$ cat src/rtl/pipeline_hazard_sequencer_pkg.sv
// Shared types and defaults for the pipeline hazard sequencer.
// Latency: n/a (declarations only).
// Backpressure: n/a.
package pipeline_hazard_sequencer_pkg;

    // Sequencer states; encoding is fixed so other blocks can decode it.
    typedef enum logic [1:0] {
        SEQ_RUN    = 2'd0,
        SEQ_HALT   = 2'd1,
        SEQ_RESUME = 2'd2
    } seq_state_t;

    localparam int CNT_W_DEF       = 32;
    localparam int SYNC_STAGES_DEF = 2;

endpackage

$ cat src/rtl/pipeline_hazard_sequencer_sync_edge_detect.sv
// Synchronises an asynchronous level and flags its rising edge.
// Latency: d rising before edge t -> rise high for one cycle after SYNC_STAGES edges.
// Backpressure: none; rise is a single-cycle pulse.
module sync_edge_detect #(
    parameter int SYNC_STAGES = 2
) (
    input  logic clk,
    input  logic clr,
    input  logic d,
    output logic rise
);

    logic [SYNC_STAGES-1:0] sync;
    logic                   go_prev;

    // Shift the async level through the synchroniser and remember the last synced value.
    always_ff @(posedge clk or negedge clr) begin
        if (!clr) begin
            sync    <= '0;
            go_prev <= 1'b0;
        end else begin
            sync    <= {sync[SYNC_STAGES-2:0], d};
            go_prev <= sync[SYNC_STAGES-1];
        end
    end

    assign rise = sync[SYNC_STAGES-1] & ~go_prev;

endmodule

$ cat src/rtl/pipeline_hazard_sequencer.sv
// Stall/flush/halt sequencer for the 5-stage pipeline, with per-cause cycle counters.
// Latency: enables are combinational from state and inputs; halted and counters are registered.
// Backpressure: stalls hold PC and IF_ID and bubble ID_EX; HALT freezes all until a fresh Go edge.
module pipeline_hazard_sequencer
    import pipeline_hazard_sequencer_pkg::*;
#(
    parameter int CNT_W       = CNT_W_DEF,
    parameter int SYNC_STAGES = SYNC_STAGES_DEF
) (
    input  logic             clk,
    input  logic             clr,
    input  logic             go,
    input  logic             conflict,
    input  logic             branch_ex,
    input  logic             jmp_ex,
    input  logic             syscall_ex,
    input  logic             halt_req_ex,
    output logic             pc_en,
    output logic             if_id_en,
    output logic             id_ex_en,
    output logic             halted,
    output logic [CNT_W-1:0] stall_cnt,
    output logic [CNT_W-1:0] flush_cnt,
    output logic [CNT_W-1:0] halt_cnt
);

    seq_state_t state;
    seq_state_t state_nxt;
    logic       go_rise;
    logic       flush;
    logic       stall;

    // Counters stick at all-ones rather than wrapping.
    function automatic logic [CNT_W-1:0] sat_inc(input logic [CNT_W-1:0] v);
        return (&v) ? v : v + 1'b1;
    endfunction

    sync_edge_detect #(
        .SYNC_STAGES(SYNC_STAGES)
    ) u_go_sync (
        .clk (clk),
        .clr (clr),
        .d   (go),
        .rise(go_rise)
    );

    // A syscall outranks a control transfer, which in turn hides any RAW conflict.
    assign flush = (branch_ex | jmp_ex) & ~syscall_ex;
    assign stall = conflict & ~flush & ~syscall_ex;

    // Enable decode and next-state; enables are forced low while reset is asserted.
    always_comb begin
        pc_en     = 1'b0;
        if_id_en  = 1'b0;
        id_ex_en  = 1'b0;
        state_nxt = state;
        if (clr) begin
            case (state)
                SEQ_RUN: begin
                    if (syscall_ex) begin
                        // Display service lets the syscall advance once; halt freezes everything.
                        id_ex_en = ~halt_req_ex;
                        if (halt_req_ex) begin
                            state_nxt = SEQ_HALT;
                        end
                    end else if (flush) begin
                        pc_en = 1'b1;
                    end else if (!stall) begin
                        pc_en    = 1'b1;
                        if_id_en = 1'b1;
                        id_ex_en = 1'b1;
                    end
                end
                SEQ_HALT: begin
                    if (go_rise) begin
                        state_nxt = SEQ_RESUME;
                    end
                end
                SEQ_RESUME: begin
                    // IF_ID still holds a stale slot, so bubble ID_EX for this one cycle.
                    pc_en     = 1'b1;
                    if_id_en  = 1'b1;
                    state_nxt = SEQ_RUN;
                end
                default: state_nxt = SEQ_RUN;
            endcase
        end
    end

    // State register, registered halted flag and the three saturating event counters.
    always_ff @(posedge clk or negedge clr) begin
        if (!clr) begin
            state     <= SEQ_RUN;
            halted    <= 1'b0;
            stall_cnt <= '0;
            flush_cnt <= '0;
            halt_cnt  <= '0;
        end else begin
            state  <= state_nxt;
            halted <= (state_nxt == SEQ_HALT);
            if (state == SEQ_RUN && stall) begin
                stall_cnt <= sat_inc(stall_cnt);
            end
            if (state == SEQ_RUN && flush) begin
                flush_cnt <= sat_inc(flush_cnt);
            end
            if (state == SEQ_HALT) begin
                halt_cnt <= sat_inc(halt_cnt);
            end
        end
    end

endmodule
$ cat config.mk
export PLATFORM = sky130hd
export DESIGN_NAME = pipeline_hazard_sequencer
export DESIGN_NICKNAME = d
export VERILOG_FILES = /design/src/rtl/pipeline_hazard_sequencer_pkg.sv /design/src/rtl/pipeline_hazard_sequencer_sync_edge_detect.sv /design/src/rtl/pipeline_hazard_sequencer.sv
export SDC_FILE = /design/constraint.sdc
export NUM_CORES = 1
export LEC_CHECK = 0
export ABC_AREA = 1
export CAP_MARGIN = 20
export CORE_MARGIN = 2
export CORE_UTILIZATION = 50
export CTS_CLUSTER_DIAMETER = 40
export CTS_CLUSTER_SIZE = 14
export DETAILED_ROUTE_END_ITERATION = 16
export GPL_ROUTABILITY_DRIVEN = 0
export HOLD_SLACK_MARGIN = 0.03
export PLACE_DENSITY = 0.83
export SLEW_MARGIN = 20
export SYNTH_ARGS = -nofsm -noshare
export SYNTH_HDL_FRONTEND = slang
export SYNTH_SLANG_ARGS = --single-unit
export TNS_END_PERCENT = 20
$ cat constraint.sdc
create_clock -name clk -period 3 [get_ports clk]
set_clock_uncertainty 0.15 [all_clocks]
set_input_delay 0.6 -clock clk [delete_from_list [all_inputs] [get_ports clk]]
set_output_delay 0.6 -clock clk [all_outputs]
set_load 0.005 [all_outputs]
==> qor.log <==
[logic_synthesis] most used standard cells in the synthesized netlist sky130_fd_sc_hd__nand2_1, sky130_fd_sc_hd__nor2_1, sky130_fd_sc_hd__dfrtp_1
[global_routing] grt total ovfl 0
[logic_synthesis] predominant post-synthesis flop cell sky130_fd_sc_hd__dfrtp_1
[cells_and_area] Layout fillers 1236
[pwr] switching share of power 28.70%
[clock_network] source-to-sink clock delay at the later pin of the worst-skew pair 350 ps
[logic_synthesis] async set or reset register ratio after synthesis 100.0%
[logic_synthesis] leading area contributor after synthesis sky130_fd_sc_hd__dfrtp_1
[clock_network] number of levels in the clock H-tree 3
[timing] Final Hold Fails 0
[die] Vert. Die Dim 121.2 microns
[timing] Worst Tran Pin Value 685.0 ps
[worst_hold_path] launch instance of the worst min-delay path u_go_sync.sync[0]
[pwr] Leak Pwr 3.934 nW
[timing] RSZ-0062 raised after global routing false
[logic_synthesis] ranking of synthesized cells by area sky130_fd_sc_hd__dfrtp_1, sky130_fd_sc_hd__nand2_1, sky130_fd_sc_hd__nor2_1
[worst_setup_path] Reg-to-Reg End flush_cnt[30]
[worst_setup_path] cell depth of the worst flop-to-flop path 10
[clock_network] buffers inserted during post-CTS setup optimization 0
[clock_network] post-CTS resize count 0
[worst_hold_path] worst hold path type reg -> reg
[logic_synthesis] portion of netlist area occupied by mux cells 0%
[route] number of nets with antenna violations after routing 0
[timing] TNS Setup 0 ps
[placed_design] hpwl dp 12860 microns
[worst_setup_path] Bufs and invs on worst path 3
[logic_synthesis] dominant cell by count in the synthesized netlist sky130_fd_sc_hd__nand2_1
[pwr] combinational share of power 18.5%
[route] mean number of vias per cell 5.013
[logic_synthesis] synthesized netlist net count 1079
[global_routing] number of global-route vias before repair 6169
[global_routing] maximum number of pins on one net before global-route repair 55
[pwr] power density over cell area 434.3 nW/um^2
[cells_and_area] layout overhead on the synthesized area 22.02%
[cells_and_area] number of diodes added for antenna fixing 0
[pwr] sequential share of power 43.7%
[placed_design] Inst Count DP 1340
[timing] final cycle utilization of the critical path 95.17%
[logic_synthesis] portion of the post-synthesis area used by sequential elements 37.19%
[route] drt initial violations 591
[cells_and_area] Non-Filler Instances 1356
[clock_network] clock tree from TritonCTS done
[clock_network] clock-pin transition on the worst setup and hold timing paths 70 ps
[logic_synthesis] synthesized area divided by synthesized cell count 6.427 sq um
[logic_synthesis] Cells after Synth 1068
[route] vias post-DR 6797
[route] total wire length after detailed routing 17350 microns
[worst_setup_path] top cell family by delay on the critical path buffers and inverters
[die] Core Region 13350 sq um
[die] die span in x 121.2 microns
[logic_synthesis] post-synthesis share of cell area spent on xor and xnor gates 5.104%
[clock_network] maximum count of clock buffers along a single path 2
[logic_synthesis] Synth Area in Compound Gates 1.513%
[placed_design] Port Buf Inserts 107
[worst_hold_path] hold path depth 0
[timing] Setup WS post-layout 145.0 ps
[pwr] largest voltage drop on the vdd net 0.3750 mV
[status] run status finished clean
[logic_synthesis] fraction of synthesized cell area taken by the top area cell type 37.19%
[timing] clock period minus final worst setup slack 2855 ps
[route] DRC Markers 0
[worst_setup_path] category of the worst setup path capture point output pin
[global_routing] global-route wire length before repair 29210 microns
[logic_synthesis] dominant combinational cell family by area after synthesis simple AND/OR/NAND/NOR gates
[logic_synthesis] number of distinct library cells after synthesis 25
[timing] Final Setup Violations 0
[pwr] Internal Pwr Total 0.002593 W
[clock_network] Clk Tree Root Cell sky130_fd_sc_hd__clkbuf_16
[timing] Slew Limit Headroom 54.33%
[die] Top-Level Pins 108
[route] number of iterations in the first detailed-routing pass 5
[global_routing] antenna violations before repair 0
[logic_synthesis] adder-cell share of the synthesized area 0.5468%
[worst_setup_path] critical-path cell list clkdlybuf4s50_1 > inv_1 > nand3_1 > nand3_1 > nor3_1 > clkdlybuf4s50_1
[route] final routed wire length divided by cell count 12.79 microns
[worst_setup_path] launch point of the worst reg-to-reg path flush_cnt[1]
[worst_setup_path] Critical Path Start Type primary input
[cells_and_area] Final Net Count 1186
[clock_network] hold buffer count at cts 0
[pwr] fraction of power consumed by the clock network 37.7%
[worst_setup_path] worst path arrival time 2100 ps
[timing] upper clock frequency limit 0.3503 GHz
[global_routing] GR Util All Layers 24.71%
[worst_setup_path] maximum cell stage delay along the critical path 550 ps
[cells_and_area] share of post-route cells with drive strength above 1 4.237%
[logic_synthesis] number of register bits inferred by synthesis 102
[logic_synthesis] simple-gate share of the synthesized area 47.81%
[clock_network] total clock sinks 102
[job] total of max-cap violations 0
[placed_design] worst-case setup slack after placement 159.1 ps
[clock_network] CTS Buf Count 9
[logic_synthesis] YS warnings 0
[die] row count 42
[logic_synthesis] Post-Syn Area 6864 sq um
[worst_setup_path] CP max-delay cell sky130_fd_sc_hd__clkdlybuf4s50_1
[die] Die Outline Area 14680 sq um
[worst_setup_path] Reg2Reg Setup Slack 820 ps
[die] Starting Density 51.42%
[pwr] net switching power 0.001044 W
[worst_hold_path] hold worst-path end u_go_sync.sync[1]
[timing] Final Slew Violations 0
[worst_setup_path] Worst Path Max Fanout 5
[logic_synthesis] number of enable-type register cells in the synthesized netlist 0
[worst_setup_path] Required @ worst endpoint 2250 ps
[worst_setup_path] kind of critical path in -> out
## final cells by class
| type | count | area, sq um | share of cell area [%] |
|---|---|---|---|
| multi-input combinational | 852 | 3774 | 45.06 |
| sequential | 102 | 2552 | 30.48 |
| timing repair buffer | 112 | 1106 | 13.21 |
| inverter | 98 | 375.4 | 4.482 |
| clock buffer | 10 | 239.0 | 2.853 |
| tap | 176 | 220.2 | 2.629 |
| clock inverter | 6 | 108.9 | 1.300 |
## power groups by stage
stage               clock [W]  combinational (W)  sequential (W)
global placement            0           0.000668         0.00161
floorplan                   0           0.000432         0.00160
finish                0.00137           0.000673         0.00159
detailed placement          0           0.000679         0.00161
global route          0.00146           0.000749         0.00161
CTS                   0.00139           0.000682         0.00159
## layer usage
layer	track usage (%)	wire, microns	share of wire (%)
met1	33.92	7898	46
met2	39.57	7973	46
met3	4.558	1098	6.3
met4	8.046	377	2.2
met5	0	0	0
## cell families (layout without fill, tap and decap cells)
| family | Yosys count | after routing |
|---|---|---|
| flops | 102 | 102 |
| xor+xnor | 40 | 40 |
| buf+inv | 114 | 226 |
| simple gates | 789 | 789 |
| compound gates | 20 | 20 |
| fa+ha+maj | 3 | 3 |
## registers in the layout, summed over array words and instances (netlist names)
signal             cells
flush_cnt             32
stall_cnt             32
state                  2
u_go_sync.sync         2
halt_cnt              32
u_go_sync.go_prev      1
halted                 1
## how the worst max path moves through the flow
stage	startpoint	to	slack, ps	cells after the start
detailed placement	syscall_ex	id_ex_en	160	6
floorplan	syscall_ex	id_ex_en	1160	4
global route	syscall_ex	if_id_en	60	6
CTS	syscall_ex	id_ex_en	150	6
finish	syscall_ex	id_ex_en	150	6
global placement	syscall_ex	id_ex_en	210	6
## metrics by stage
stage | util [%] | total power, W | instance area (sq um) | hold slack [ps]
floorplan | - | 0.002034 | 6864 | 154.4
global placement | 60.14 | 0.002281 | 8028 | 185.7
detailed placement | 60.14 | 0.002294 | 8028 | 187.9
CTS | 62.75 | 0.003664 | 8376 | 205.3
global route | 62.75 | 0.003815 | 8376 | 218.6
finish | 62.75 | 0.003637 | 8376 | 201.7
## cell usage in the layout (no fill, tap or decap), types with 5 or more instances in the layout
cell type | Yosys | routed
sky130_fd_sc_hd__buf_4 | 3 | 6
sky130_fd_sc_hd__clkdlybuf4s50_1 | 0 | 106
sky130_fd_sc_hd__nand4_1 | 15 | 15
sky130_fd_sc_hd__nand3b_1 | 6 | 6
sky130_fd_sc_hd__nand3_1 | 52 | 52
sky130_fd_sc_hd__o21ai_0 | 16 | 16
sky130_fd_sc_hd__clkbuf_16 | 0 | 9
sky130_fd_sc_hd__inv_1 | 95 | 95
sky130_fd_sc_hd__xnor2_1 | 22 | 22
sky130_fd_sc_hd__xor2_1 | 18 | 18
sky130_fd_sc_hd__nand2_4 | 7 | 7
sky130_fd_sc_hd__nor2_2 | 5 | 5
sky130_fd_sc_hd__dfrtp_1 | 102 | 102
sky130_fd_sc_hd__nor2_4 | 5 | 5
sky130_fd_sc_hd__nand2_1 | 540 | 540
sky130_fd_sc_hd__nor2_1 | 148 | 148
Power figures use the tool's default switching activity.
